## src/rtl/mdio_pkg.sv

```systemverilog
// Clause-22 MDIO frame constants and master FSM state type.
package mdio_pkg;

  localparam int unsigned PhyAddW = 5;
  localparam int unsigned RegAddW = 5;
  localparam int unsigned DataW   = 16;
  localparam int unsigned FrameW  = 32;

  localparam logic [1:0] StartCode = 2'b01;
  localparam logic [1:0] OpWrite   = 2'b01;
  localparam logic [1:0] OpRead    = 2'b10;
  localparam logic [1:0] TaWrite   = 2'b10;
  // Read frames leave TA/DATA undriven; the shift register carries idle ones there.
  localparam logic [1:0] TaRead    = 2'b11;

  // Bit positions within the 32-bit ST..DATA frame.
  localparam logic [5:0] BitTaFirst   = 6'd14;
  localparam logic [5:0] BitDataFirst = 6'd16;
  localparam logic [5:0] BitFrameLast = 6'd31;

  typedef enum logic [1:0] {
    StIdle,
    StPre,
    StShift,
    StGap
  } mdio_state_e;

endpackage

```

## src/rtl/mdio_clk_div.sv

```systemverilog
// MDC generator: free-running divider with single-cycle rise/fall strobes and a
// synchronous clear used to phase-align MDC to the accepted request.
module mdio_clk_div #(
  parameter int unsigned CLK_DIV = 13
) (
  input  logic clk,
  input  logic rst_n,
  input  logic clr_i,
  input  logic en_i,
  output logic mdc_o,
  output logic rise_o,
  output logic fall_o
);

  localparam int unsigned CntW = (CLK_DIV > 1) ? $clog2(CLK_DIV) : 1;
  localparam logic [CntW-1:0] CntLast = CntW'(CLK_DIV - 1);

  logic [CntW-1:0] cnt_q, cnt_d;
  logic            mdc_q, mdc_d;
  logic            wrap;

  always_comb begin
    wrap  = en_i && !clr_i && (cnt_q == CntLast);
    cnt_d = cnt_q;
    mdc_d = mdc_q;
    if (clr_i) begin
      cnt_d = '0;
      mdc_d = 1'b0;
    end else if (en_i) begin
      cnt_d = wrap ? '0 : cnt_q + CntW'(1);
      mdc_d = wrap ? ~mdc_q : mdc_q;
    end
  end

  always_ff @(posedge clk or negedge rst_n) begin
    if (!rst_n) begin
      cnt_q <= '0;
      mdc_q <= 1'b0;
    end else begin
      cnt_q <= cnt_d;
      mdc_q <= mdc_d;
    end
  end

  // Strobes mark the clk cycle at whose end MDC changes level.
  assign mdc_o  = mdc_q;
  assign rise_o = wrap && !mdc_q;
  assign fall_o = wrap && mdc_q;

endmodule

```

## src/rtl/mdio_master.sv

```systemverilog
// Clause-22 MDIO management master. Define MDIO_READ_EN to enable register reads
// (rden, read turnaround and rd_data/rd_valid); otherwise every frame is a write.
module mdio_master
  import mdio_pkg::*;
#(
  parameter int unsigned CLK_DIV = 13,
  parameter int unsigned PRE_LEN = 32
) (
  input  logic               clk,
  input  logic               rst_n,
  input  logic [PhyAddW-1:0] phy_add,
  input  logic [RegAddW-1:0] reg_add,
  input  logic [DataW-1:0]   wr_data,
  input  logic               wren,
  input  logic               rden,
  output logic               busy,
  output logic [DataW-1:0]   rd_data,
  output logic               rd_valid,
  output logic               mdc,
  output logic               mdio_o,
  output logic               mdio_oe,
  input  logic               mdio_i
);

  localparam logic [5:0] PreLast = (PRE_LEN == 0) ? 6'd0 : 6'(PRE_LEN - 1);

  mdio_state_e       state_q, state_d;
  logic [5:0]        bit_cnt_q, bit_cnt_d;
  logic [FrameW-1:0] sh_q, sh_d;
  logic              mdio_o_q, mdio_o_d;
  logic              mdio_oe_q, mdio_oe_d;
  logic              is_rd_q, is_rd_d;
  logic [DataW-1:0]  rd_sh_q, rd_sh_d;
  logic [DataW-1:0]  rd_data_q, rd_data_d;
  logic              rd_valid_q, rd_valid_d;

  logic              req_rd, rd_op, accept, rd_in;
  logic              mdc_rise, mdc_fall;
  logic [FrameW-1:0] frame;

`ifdef MDIO_READ_EN
  assign req_rd   = rden;
  assign rd_in    = mdio_i;
  assign rd_data  = rd_data_q;
  assign rd_valid = rd_valid_q;
`else
  logic unused_rd;
  assign req_rd    = 1'b0;
  assign rd_in     = 1'b0;
  assign rd_data   = '0;
  assign rd_valid  = 1'b0;
  assign unused_rd = ^{mdio_i, rden, rd_data_q, rd_valid_q};
`endif

  assign accept = (state_q == StIdle) && (wren || req_rd);
  assign rd_op  = req_rd && !wren;
  assign frame  = {StartCode, rd_op ? OpRead : OpWrite, phy_add, reg_add,
                   rd_op ? TaRead : TaWrite, rd_op ? {DataW{1'b1}} : wr_data};

  mdio_clk_div #(
    .CLK_DIV (CLK_DIV)
  ) u_clk_div (
    .clk    (clk),
    .rst_n  (rst_n),
    .clr_i  (accept),
    .en_i   (state_q != StIdle),
    .mdc_o  (mdc),
    .rise_o (mdc_rise),
    .fall_o (mdc_fall)
  );

  always_comb begin
    state_d    = state_q;
    bit_cnt_d  = bit_cnt_q;
    sh_d       = sh_q;
    mdio_o_d   = mdio_o_q;
    mdio_oe_d  = mdio_oe_q;
    is_rd_d    = is_rd_q;
    rd_sh_d    = rd_sh_q;
    rd_data_d  = rd_data_q;
    rd_valid_d = 1'b0;

    unique case (state_q)
      StIdle: begin
        if (accept) begin
          is_rd_d   = rd_op;
          bit_cnt_d = '0;
          mdio_oe_d = 1'b1;
          if (PRE_LEN == 0) begin
            state_d  = StShift;
            mdio_o_d = frame[FrameW-1];
            sh_d     = {frame[FrameW-2:0], 1'b1};
          end else begin
            state_d  = StPre;
            mdio_o_d = 1'b1;
            sh_d     = frame;
          end
        end
      end
      StPre: begin
        if (mdc_fall) begin
          if (bit_cnt_q == PreLast) begin
            state_d   = StShift;
            bit_cnt_d = '0;
            mdio_o_d  = sh_q[FrameW-1];
            sh_d      = {sh_q[FrameW-2:0], 1'b1};
          end else begin
            bit_cnt_d = bit_cnt_q + 6'd1;
          end
        end
      end
      StShift: begin
        if (mdc_rise && is_rd_q && (bit_cnt_q >= BitDataFirst)) begin
          rd_sh_d = {rd_sh_q[DataW-2:0], rd_in};
        end
        if (mdc_fall) begin
          if (bit_cnt_q == BitFrameLast) begin
            state_d   = StGap;
            mdio_o_d  = 1'b1;
            mdio_oe_d = 1'b0;
          end else begin
            bit_cnt_d = bit_cnt_q + 6'd1;
            mdio_o_d  = sh_q[FrameW-1];
            sh_d      = {sh_q[FrameW-2:0], 1'b1};
            // Release the line from the first turnaround bit onward.
            if (is_rd_q && (bit_cnt_q + 6'd1 >= BitTaFirst)) begin
              mdio_oe_d = 1'b0;
            end
          end
        end
      end
      StGap: begin
        if (mdc_fall) begin
          state_d   = StIdle;
          mdio_o_d  = 1'b1;
          mdio_oe_d = 1'b0;
          if (is_rd_q) begin
            rd_valid_d = 1'b1;
            rd_data_d  = rd_sh_q;
          end
        end
      end
      default: state_d = StIdle;
    endcase
  end

  always_ff @(posedge clk or negedge rst_n) begin
    if (!rst_n) begin
      state_q    <= StIdle;
      bit_cnt_q  <= '0;
      sh_q       <= '0;
      mdio_o_q   <= 1'b1;
      mdio_oe_q  <= 1'b0;
      is_rd_q    <= 1'b0;
      rd_sh_q    <= '0;
      rd_data_q  <= '0;
      rd_valid_q <= 1'b0;
    end else begin
      state_q    <= state_d;
      bit_cnt_q  <= bit_cnt_d;
      sh_q       <= sh_d;
      mdio_o_q   <= mdio_o_d;
      mdio_oe_q  <= mdio_oe_d;
      is_rd_q    <= is_rd_d;
      rd_sh_q    <= rd_sh_d;
      rd_data_q  <= rd_data_d;
      rd_valid_q <= rd_valid_d;
    end
  end

  assign busy    = (state_q != StIdle);
  assign mdio_o  = mdio_o_q;
  assign mdio_oe = mdio_oe_q;

endmodule

```

## config.mk

```make
export PLATFORM = sky130hd
export DESIGN_NAME = mdio_master
export DESIGN_NICKNAME = d
export VERILOG_FILES = /design/src/rtl/mdio_pkg.sv /design/src/rtl/mdio_clk_div.sv /design/src/rtl/mdio_master.sv
export SDC_FILE = /design/constraint.sdc
export NUM_CORES = 1
export LEC_CHECK = 0
export ABC_AREA = 1
export CORE_MARGIN = 1.5
export CORE_UTILIZATION = 40
export CTS_CLUSTER_DIAMETER = 150
export DETAILED_ROUTE_END_ITERATION = 10
export PLACE_DENSITY = 0.68
export SYNTH_ARGS = -nofsm -noshare
export SYNTH_HDL_FRONTEND = slang
export SYNTH_SLANG_ARGS = --single-unit
```

## constraint.sdc

```tcl
create_clock -name clk -period 2.3 [get_ports clk]
set_input_delay 0.575 -clock clk [delete_from_list [all_inputs] [get_ports clk]]
set_output_delay 0.575 -clock clk [all_outputs]
set_load 0.01 [all_outputs]
```

== Word level (Yosys, flattened, before mapping) ==
Index checks and enable logic that the tools add are counted.

* Register bits after elaboration: 47
* Bits of input ports: 31
* Output and inout bits: 21
* Word-level logic and storage cells: 75

* Add/sub/neg operators: 2
* Eq/ne operators: 12
* Mux-type cells: 36
* Bitwise operators: 1
* Reduce and logical (&&, ||, !) cells: 17

{| class="wikitable"
|+ Operators by type and width
! cell !! count
|-
| 32-bit 2-to-1 mux || 5
|-
| 32-bit case mux with 3 select lines || 1
|-
| 6-bit 2-to-1 mux || 5
|-
| 6-bit case mux with 3 select lines || 1
|-
| 5-bit AND reduction || 3
|-
| 1-bit 2-to-1 mux || 12
|-
| 2-bit 2-to-1 mux || 6
|-
| 4-bit 2-to-1 mux || 3
|-
| 2-bit != test, second input constant || 6
|-
| 6-bit AND reduction || 2
|-
| 2-bit case mux with 4 select lines || 1
|-
| 6-bit by 1-bit adder with 6-bit output, second input constant || 1
|-
| 6-bit by 5-bit == test with 1-bit output, second input constant || 1
|-
| 2-bit nonzero test || 3
|-
| 3-bit nonzero test || 2
|-
| 4-bit by 1-bit adder with 4-bit output, second input constant || 1
|-
| 2-bit == test, second input constant || 2
|-
| 4-bit == test, second input constant || 1
|-
| 1-bit logical AND || 4
|-
| 1-bit case mux with 4 select lines || 1
|-
| 1-bit case mux with 3 select lines || 1
|-
| 2-bit by 1-bit == test with 1-bit output, second input constant || 1
|-
| 2-bit zero test || 1
|-
| 2-bit by 1-bit != test with 1-bit output, second input constant || 1
|-
| 3 further kinds || 3
|}

== Logic depth before layout (Yosys ltp) ==
Gate-level depths: netlist of the first run.

* Depth in word-level cells: 8
* Depth in mapped cells: 11

== Cells and area by module ==
From an unflattened synthesis of the first run, not the netlist that was laid out.

* Cells, all modules: 402
* Area, all modules: 2914.0 um2

{| class="wikitable"
|+ By module, submodules not included
! module !! instances !! cells an instance !! area each (um2)
|-
| mdio_master || 1 || 360 || 2606.2
|-
| mdio_clk_div || 1 || 42 || 307.8
|}

== Worst setup path after synthesis of the first run ==
OpenSTA, ideal clock, no wires.

* Path kind: reg-to-reg
* Start point: register state_q[0]
* End point: register sh_q[10]
* Setup time: 116 ps
* Arrival time: 1531 ps
* Data required time: 2184 ps
* Setup slack: 653 ps
* Cell stages (with the launch flop): 12
* Period minus slack after synthesis: 1647 ps
* Cell sequence: dfrtp_1 > inv_1 > ha_1 > inv_2 > nor2_2 > inv_1 > nand2_2 > nor2_8 > nand2_4 > buf_6 > nand2_1 > nand2_1

* Elaborated cells between the ends (all ways): 17
* Those cells by class: eq/ne (7); mux (1); reduce/logical (9)

{| class="wikitable"
|+ RTL lines
! element !! RTL line !! RTL
|-
| from (decl) || mdio_master.sv:27 || <nowiki>mdio_state_e state_q, state_d;</nowiki>
|-
| from (signal assigned) || mdio_master.sv:149 || <nowiki>state_q <= StIdle;</nowiki>
|-
| from (signal assigned) || mdio_master.sv:159 || <nowiki>state_q <= state_d;</nowiki>
|-
| 2-bit nonzero test (*) || - ||
|-
| named net busy || mdio_master.sv:16 || <nowiki>output logic busy,</nowiki>
|-
| 1-bit logical AND (*) (2 in a row) || mdio_clk_div.sv:23 || <nowiki>wrap = en_i && !clr_i && (cnt_q == CntLast);</nowiki>
|-
| 1-bit logical AND (*) || mdio_clk_div.sv:48 || <nowiki>assign fall_o = wrap && mdc_q;</nowiki>
|-
| 2-bit != test (no source line) || - ||
|-
| 6-bit AND reduction (no source line) (*) || - ||
|-
| to (signal assigned) || mdio_master.sv:151 || <nowiki>sh_q <= '0;</nowiki>
|-
| to (signal assigned) || mdio_master.sv:161 || <nowiki>sh_q <= sh_d;</nowiki>
|-
| to (decl) || mdio_master.sv:29 || <nowiki>logic [FrameW-1:0] sh_q, sh_d;</nowiki>
|}

Mark *: on every way through the listed nets, which the timed path passes. The rest lies on a longest branch.
A chain may end at the register's enable or synchronous reset.

== Worst setup path in the final report of the first run ==
* Start point: register state_q[0]
* End point: register sh_q[7]

* Word-level cells in the longest chain between the ends: 8
* Elaborated cells between the ends (all ways): 17
* Those cells by class: eq/ne (7); mux (1); reduce/logical (9)

{| class="wikitable"
|+ RTL lines
! element !! RTL line !! RTL
|-
| 2-bit zero test || mdio_master.sv:55, mdio_master.sv:83 ||
|-
| 1-bit logical AND || mdio_master.sv:55 || <nowiki>assign accept = (state_q == StIdle) && (wren || req_rd);</nowiki>
|-
| 1-bit zero test || mdio_clk_div.sv:23 ||
|-
| 1-bit logical AND (2 in a row) || mdio_clk_div.sv:23 ||
|-
| 1-bit logical AND || mdio_clk_div.sv:48 ||
|-
| 2-bit != test (no source line) || - ||
|-
| 6-bit AND reduction (no source line) || - ||
|}

Several ways; a longest one is shown, not always the timed one.

==> results.py, run 1 <==
metrics = {
    "sta": {
        "tns_ns": 0,
        "rsz0062_at_grt": "no",
        "hold_ws_ns": 0.142,
        "period_needed_ns": 2.09,
        "slew_violations": 0,
        "setup_viol": 0,
        "period_share_pct": 90.8,
        "clock-skew-final_ns": 0.00777,
        "finalHoldViolCount": 0,
        "timing.fmax_mhz": 479,
    },
    "yosys": {
        "synth-async-reset-ratio_pct": 100,
        "synth_flop_cell": "dfrtp_1",
        "ys_ff_latch": 47,
        "avgSynthCellArea_um2": 7.16,
        "synthCells": 389,
        "syn_area_um2": 2790,
        "yosysWarnings": 0,
        "synthDistinctLibCells": 26,
        "yosysSeqAreaShare_pct": 42.3,
        "synth_edf_count": 0,
        "synth_area_leaders": "dfrtp_1 (41%), nand2_1 (26%), nand3_1 (7.4%)",
        "yosysTopAreaCellShare_pct": 41.3,
        "yosysTopAreaCell": "dfrtp_1",
        "synth_most_common_cell": "nand2_1",
        "synth_common_cells": "nand2_1 (190), dfrtp_1 (46), nand3_1 (41), buf_4 (20), inv_1 (20)",
    },
    "setup_path": {
        "cp-end-kind": "flip-flop",
        "reg2regPathDepth": 10,
        "cp_max_fo": 32,
        "reg2reg_to": "sh_q[7]",
        "r2r_start": "state_q[0]",
        "cp.required_ns": 2.50,
        "start_kind": "flip-flop",
        "path_class": "reg -> reg",
        "rrSetupSlack_ns": 0.21,
        "arrival_ns": 2.29,
    },
    "placed_design": {
        "place.gp.congestion": 0.824,
        "portBuffers": 32,
        "hpwl_um": 3870,
    },
    "global_routing": {
        "use_met2_pct": 27.4,
        "busiest_layer": "met2",
        "grt_first_pass_wirelength_um": 9850,
        "antenna_found_initial": 0,
        "grt_max_degree": 33,
        "overflow": 0,
        "globalRouteTotalUtil_pct": 16.4,
        "grt_pass1_vias": 2216,
        "met1_usage_pct": 21.6,
        "use_met3_pct": 3.14,
    },
    "floorplanning": {
        "rows": 30,
        "io_pins": 52,
        "die_area_um2": 7470,
        "core_um2": 6760,
        "start_util_pct": 41.2,
        "die_w_um": 86.4,
        "die_y_um": 86.4,
    },
    "clocking": {
        "clock-sinks": 47,
        "clk_pin_slew_ns": 0.09,
        "root_buffer": "clkbuf_8",
        "clockBufferDepth": 2,
        "cts_setup_buffers": 0,
        "cts_buffers": 5,
        "tritoncts": "yes",
        "clock_latency_ns": 0.30,
        "h-tree-depth": 2,
    },
    "drt": {
        "drt_iter0_drc": 163,
        "vias_per_cell": 4.75,
        "wl_per_cell_um": 11.0,
        "vias": 2389,
        "drc": 0,
        "drt_wl_total_um": 5560,
        "drtAntennaViolNets": 0,
        "first_pass_iters": 4,
    },
    "cells_and_area": {
        "fillers": 688,
        "area_growth_pct": 15.8,
        "drive_above_1_share_pct": 8.27,
        "diodes": 0,
        "fin_nets": 461,
    },
    "status": {
        "outcome": "finished, final reports clean",
    },
    "power": {
        "power.density_nw_per_um2": 1440,
        "p_leak_uw": 0.00178,
        "peakVddDrop_mv": 0.646,
    },
    "flow_run": {
        "max_cap_viol_count": 0,
    },
    "min_path": {
        "min_path_type": "in -> async",
    },
}
[where the power goes]
part           internal [uW]  total, uW  switching, uW
Clock                    274        563            290
Sequential              1190       1380            195
Combinational            977       2720           1740
[cells in the final DEF, fill, tap and decap left out, drive strengths merged]
master	netlist	final
dfrtp	46	46
a211oi	1	1
nor2	15	15
buf	26	12
nand2	194	194
a21oi	5	5
or2	5	5
dfstp	1	1
ha	8	8
clkdlybuf4s50	0	30
xor2	1	1
conb	1	17
dlymetal6s2s	0	1
nor3	1	1
o21ai	9	9
inv	22	22
clkbuf	7	7
nand3	41	41
nand4	4	4
xnor2	2	2
clkinvlp	0	1
[critical path, cell delays in order, from the launching register on]
cell	delay [ns]
dfrtp_1	0.40
inv_1	0.09
ha_1	0.25
inv_2	0.11
nand4_1	0.09
nor2_1	0.19
nor2_1	0.10
nor2_4	0.28
nand2_4	0.27
nand2_1	0.13
nand2_1	0.06
[what timing repair did]
item                       in CTS  in global routing
hold buffers                    0                  0
gates resized for setup         0                  1
setup endpoints to repair       0                  1
[how the worst max path moves through the flow]
stage	start	end	slack (ns)	cells after the start
floorplan	state_q[0]	sh_q[10]	0.65	11
global placement	wren	sh_q[19]	0.17	8
detailed placement	wren	sh_q[7]	0.14	8
CTS	state_q[0]	busy	0.01	4
global route	state_q[0]	sh_q[24]	0.04	10
finish	state_q[0]	sh_q[7]	0.21	10
[registers in the layout, summed over array words and instances (netlist names)]
| signal | count |
|---|---|
| mdio_oe | 1 |
| mdio_o | 1 |
| sh_q | 32 |
| state_q | 2 |
| bit_cnt_q | 6 |
| u_clk_div.cnt_q | 4 |
| u_clk_div.mdc_o | 1 |
[cell type report]
cell class	instances	area, um2	area share (%)
clock buffer	7	96.3	2.99
inverter	22	82.6	2.56
timing repair buffer	43	400	12.4
clock inverter	1	7.51	0.233
tap	80	100	3.10
sequential	47	1180	36.5
multi-input combinational	303	1360	42.2
[through the flow]
stage	util (%)	power [uW]	cells	setup slack, ns	cell area (um2)
final	47.7	4660	503	0.212	3220
after global routing	47.7	5160	503	0.0402	3220
after CTS	47.7	4730	503	0.0109	3220
after detailed placement	46.1	4150	495	0.143	3120
after global placement	46.1	4090	495	0.169	3120
after floorplan	-	3520	405	0.653	2850
[layer usage]
layer,share of wire [%],vias to the layer above,wire length (um)
met5,0,-,0
met1,48,1097,2650
met3,3.7,6,206
li1,-,1238,-
met2,47,48,2620
met4,1.3,0,71
[kinds of logic after synthesis]
| logic type | Yosys count | synth area share [%] |
|---|---|---|
| buf+inv | 55 | 11.1 |
| other cells | 1 | 0.135 |
| compound gates | 15 | 2.79 |
| xor+xnor | 3 | 0.944 |
| simple gates | 260 | 39.2 |
| flops | 47 | 42.3 |
| fa+ha+maj | 8 | 3.59 |
Note: power is estimated with default switching activity, not from simulation.
==> inputs of run 2 (changes only) <==
CORE_MARGIN = 3   (was 1.5)
SKIP_LAST_GASP = 1   (was not set)
TNS_END_PERCENT = 50   (was not set)
==> results.py, run 2 (same netlist as run 1, synthesis figures left out) <==
metrics = {
    "status": {
        "outcome": "finished, final reports clean",
    },
    "drt": {
        "drtAntennaViolNets": 0,
        "wl_per_cell_um": 11.2,
        "wl_met2_um": 2670,
        "drt_wl_total_um": 5600,
        "top_layer": "met4",
        "vias_per_cell": 4.78,
        "wl_met3_um": 214,
        "drt_iter0_drc": 142,
        "wl_met1_um": 2650,
        "vias": 2385,
        "first_pass_iters": 4,
        "drc": 0,
    },
    "clocking": {
        "cts_buffers": 5,
        "hold_buffers": 0,
        "clockBufferDepth": 2,
        "clk_pin_slew_ns": 0.09,
        "clock-sinks": 47,
        "tritoncts": "yes",
        "clock_latency_ns": 0.31,
        "h-tree-depth": 2,
        "root_buffer": "clkbuf_8",
    },
    "power": {
        "power.density_nw_per_um2": 1460,
        "peakVddDrop_mv": 0.605,
        "p_leak_uw": 0.00179,
        "power_uw": 4730,
    },
    "sta": {
        "finalHoldViolCount": 0,
        "tns_ns": 0,
        "slew_violations": 0,
        "worst_pin_slew_ns": 0.533,
        "rsz0062_at_grt": "no",
        "timing.fmax_mhz": 501,
        "setup_viol": 0,
        "clock-skew-final_ns": 0.00744,
        "slew_headroom_pct": 64.5,
        "period_needed_ns": 1.99,
        "period_share_pct": 86.7,
        "layout_setup_ws_ns": 0.305,
    },
    "floorplanning": {
        "rows": 29,
        "core_um2": 6530,
        "start_util_pct": 42.6,
        "die_w_um": 89.4,
        "io_pins": 52,
        "die_y_um": 89.4,
        "die_area_um2": 8000,
    },
    "cells_and_area": {
        "fin_nets": 460,
        "final_common_cell": "nand2_1",
        "drive_above_1_share_pct": 8.06,
        "diodes": 0,
        "fillers": 634,
        "multi_input_area_um2": 1360,
        "largest_register_ff_count": 32,
        "ff_latch_area_um2": 1180,
        "largest_register": "sh_q",
        "reg.largest.list": "sh_q (32), bit_cnt_q (6), u_clk_div.cnt_q (4)",
        "layout_common_cells": "nand2_1 (190), dfrtp_1 (46), nand3_1 (41)",
        "area_growth_pct": 16.3,
    },
    "setup_path": {
        "critPathMaxStageDelay_ns": 0.36,
        "crit_slowest_cell": "dfrtp_1",
        "arrival_ns": 2.20,
        "start_kind": "flip-flop",
        "rrSetupSlack_ns": 0.31,
        "crit_chain": "inv_1, ha_1, inv_2, nand4_1, nor2_1, nor2_1, nor2_4, nand2_4, nand2_1, nand2_1",
        "cp-end-kind": "flip-flop",
        "cp.required_ns": 2.50,
        "cp_max_fo": 32,
        "path_class": "reg -> reg",
    },
    "min_path": {
        "min_path_type": "in -> async",
    },
    "placed_design": {
        "dp_worst_setup_slack_ns": 0.130,
        "hpwl_um": 3820,
        "portBuffers": 32,
        "place.gp.congestion": 0.812,
    },
    "flow_run": {
        "max_cap_viol_count": 0,
    },
    "global_routing": {
        "grt_pass1_vias": 2158,
        "overflow": 0,
        "antenna_found_initial": 0,
        "globalRouteTotalUtil_pct": 15.0,
        "grt_first_pass_wirelength_um": 9590,
        "grt_max_degree": 34,
    },
}
run 2: cell types whose count changed in the layout (fill, tap and decap cells not counted):
cell and change:
clkinvlp_4 -1, buf_12 +1, inv_6 +1, clkinv_4 +1, clkbuf_8 -2, buf_4 -2
bufinv_16 +1
run 2: critical path: cells and delay by family, from the launching register on:
family / cells / cell delay (ns)
simple gates: 7 / 1.09
fa+ha+maj: 1 / 0.24
flops: 1 / 0.36
buf+inv: 2 / 0.19
run 2: worst paths after layout:
kind | from | end | cells after the start
min reg2reg | mdio_o | mdio_o | 2
max reg2reg | state_q[0] | sh_q[30] | 10
min | rst_n | sh_q[5] | 1
max in group asynchronous | rst_n | bit_cnt_q[3] | 2
min in group clk | mdio_o | mdio_o | 2
max | state_q[0] | sh_q[30] | 10
run 2: what timing repair did:
action,4_1_cts,5_1_grt
setup buffers,2,0
hold endpoints to repair,0,0
cloned,0,0
setup endpoints to repair,1,1
resized for setup,0,1
run 2: cell type report:
| cell class | instances | area share (%) |
|---|---|---|
| Multi-Input combinational cell | 303 | 42.0 |
| Sequential cell | 47 | 36.4 |
| Timing Repair Buffer | 42 | 12.5 |
| Tap cell | 77 | 2.98 |
| Inverter | 22 | 2.55 |
| Clock buffer | 5 | 2.13 |
| Clock inverter | 3 | 1.47 |
run 2: metal layers:
layer / global-route usage [%] / vias up
met1: 20.2 / 1105
li1: - / 1229
met5: 0 / -
met4: 4.06 / 0
met2: 24.8 / 46
met3: 2.58 / 5
run 2: metrics by stage:
stage / instance area [um2] / utilization, % / cells / hold WS, ns
floorplan: 2850 / - / 405 / 0.279
finish: 3240 / 49.6 / 499 / 0.238
global route: 3240 / 49.6 / 499 / 0.264
CTS: 3240 / 49.5 / 499 / 0.249
global placement: 3100 / 47.5 / 489 / 0.447
detailed placement: 3100 / 47.5 / 489 / 0.451
run 2: power breakdown:
part | total (uW) | internal (uW) | switching [uW]
sequential | 1380 | 1190 | 191
clock | 634 | 330 | 304
combinational | 2720 | 971 | 1750
total | 4730 | 2490 | 2240
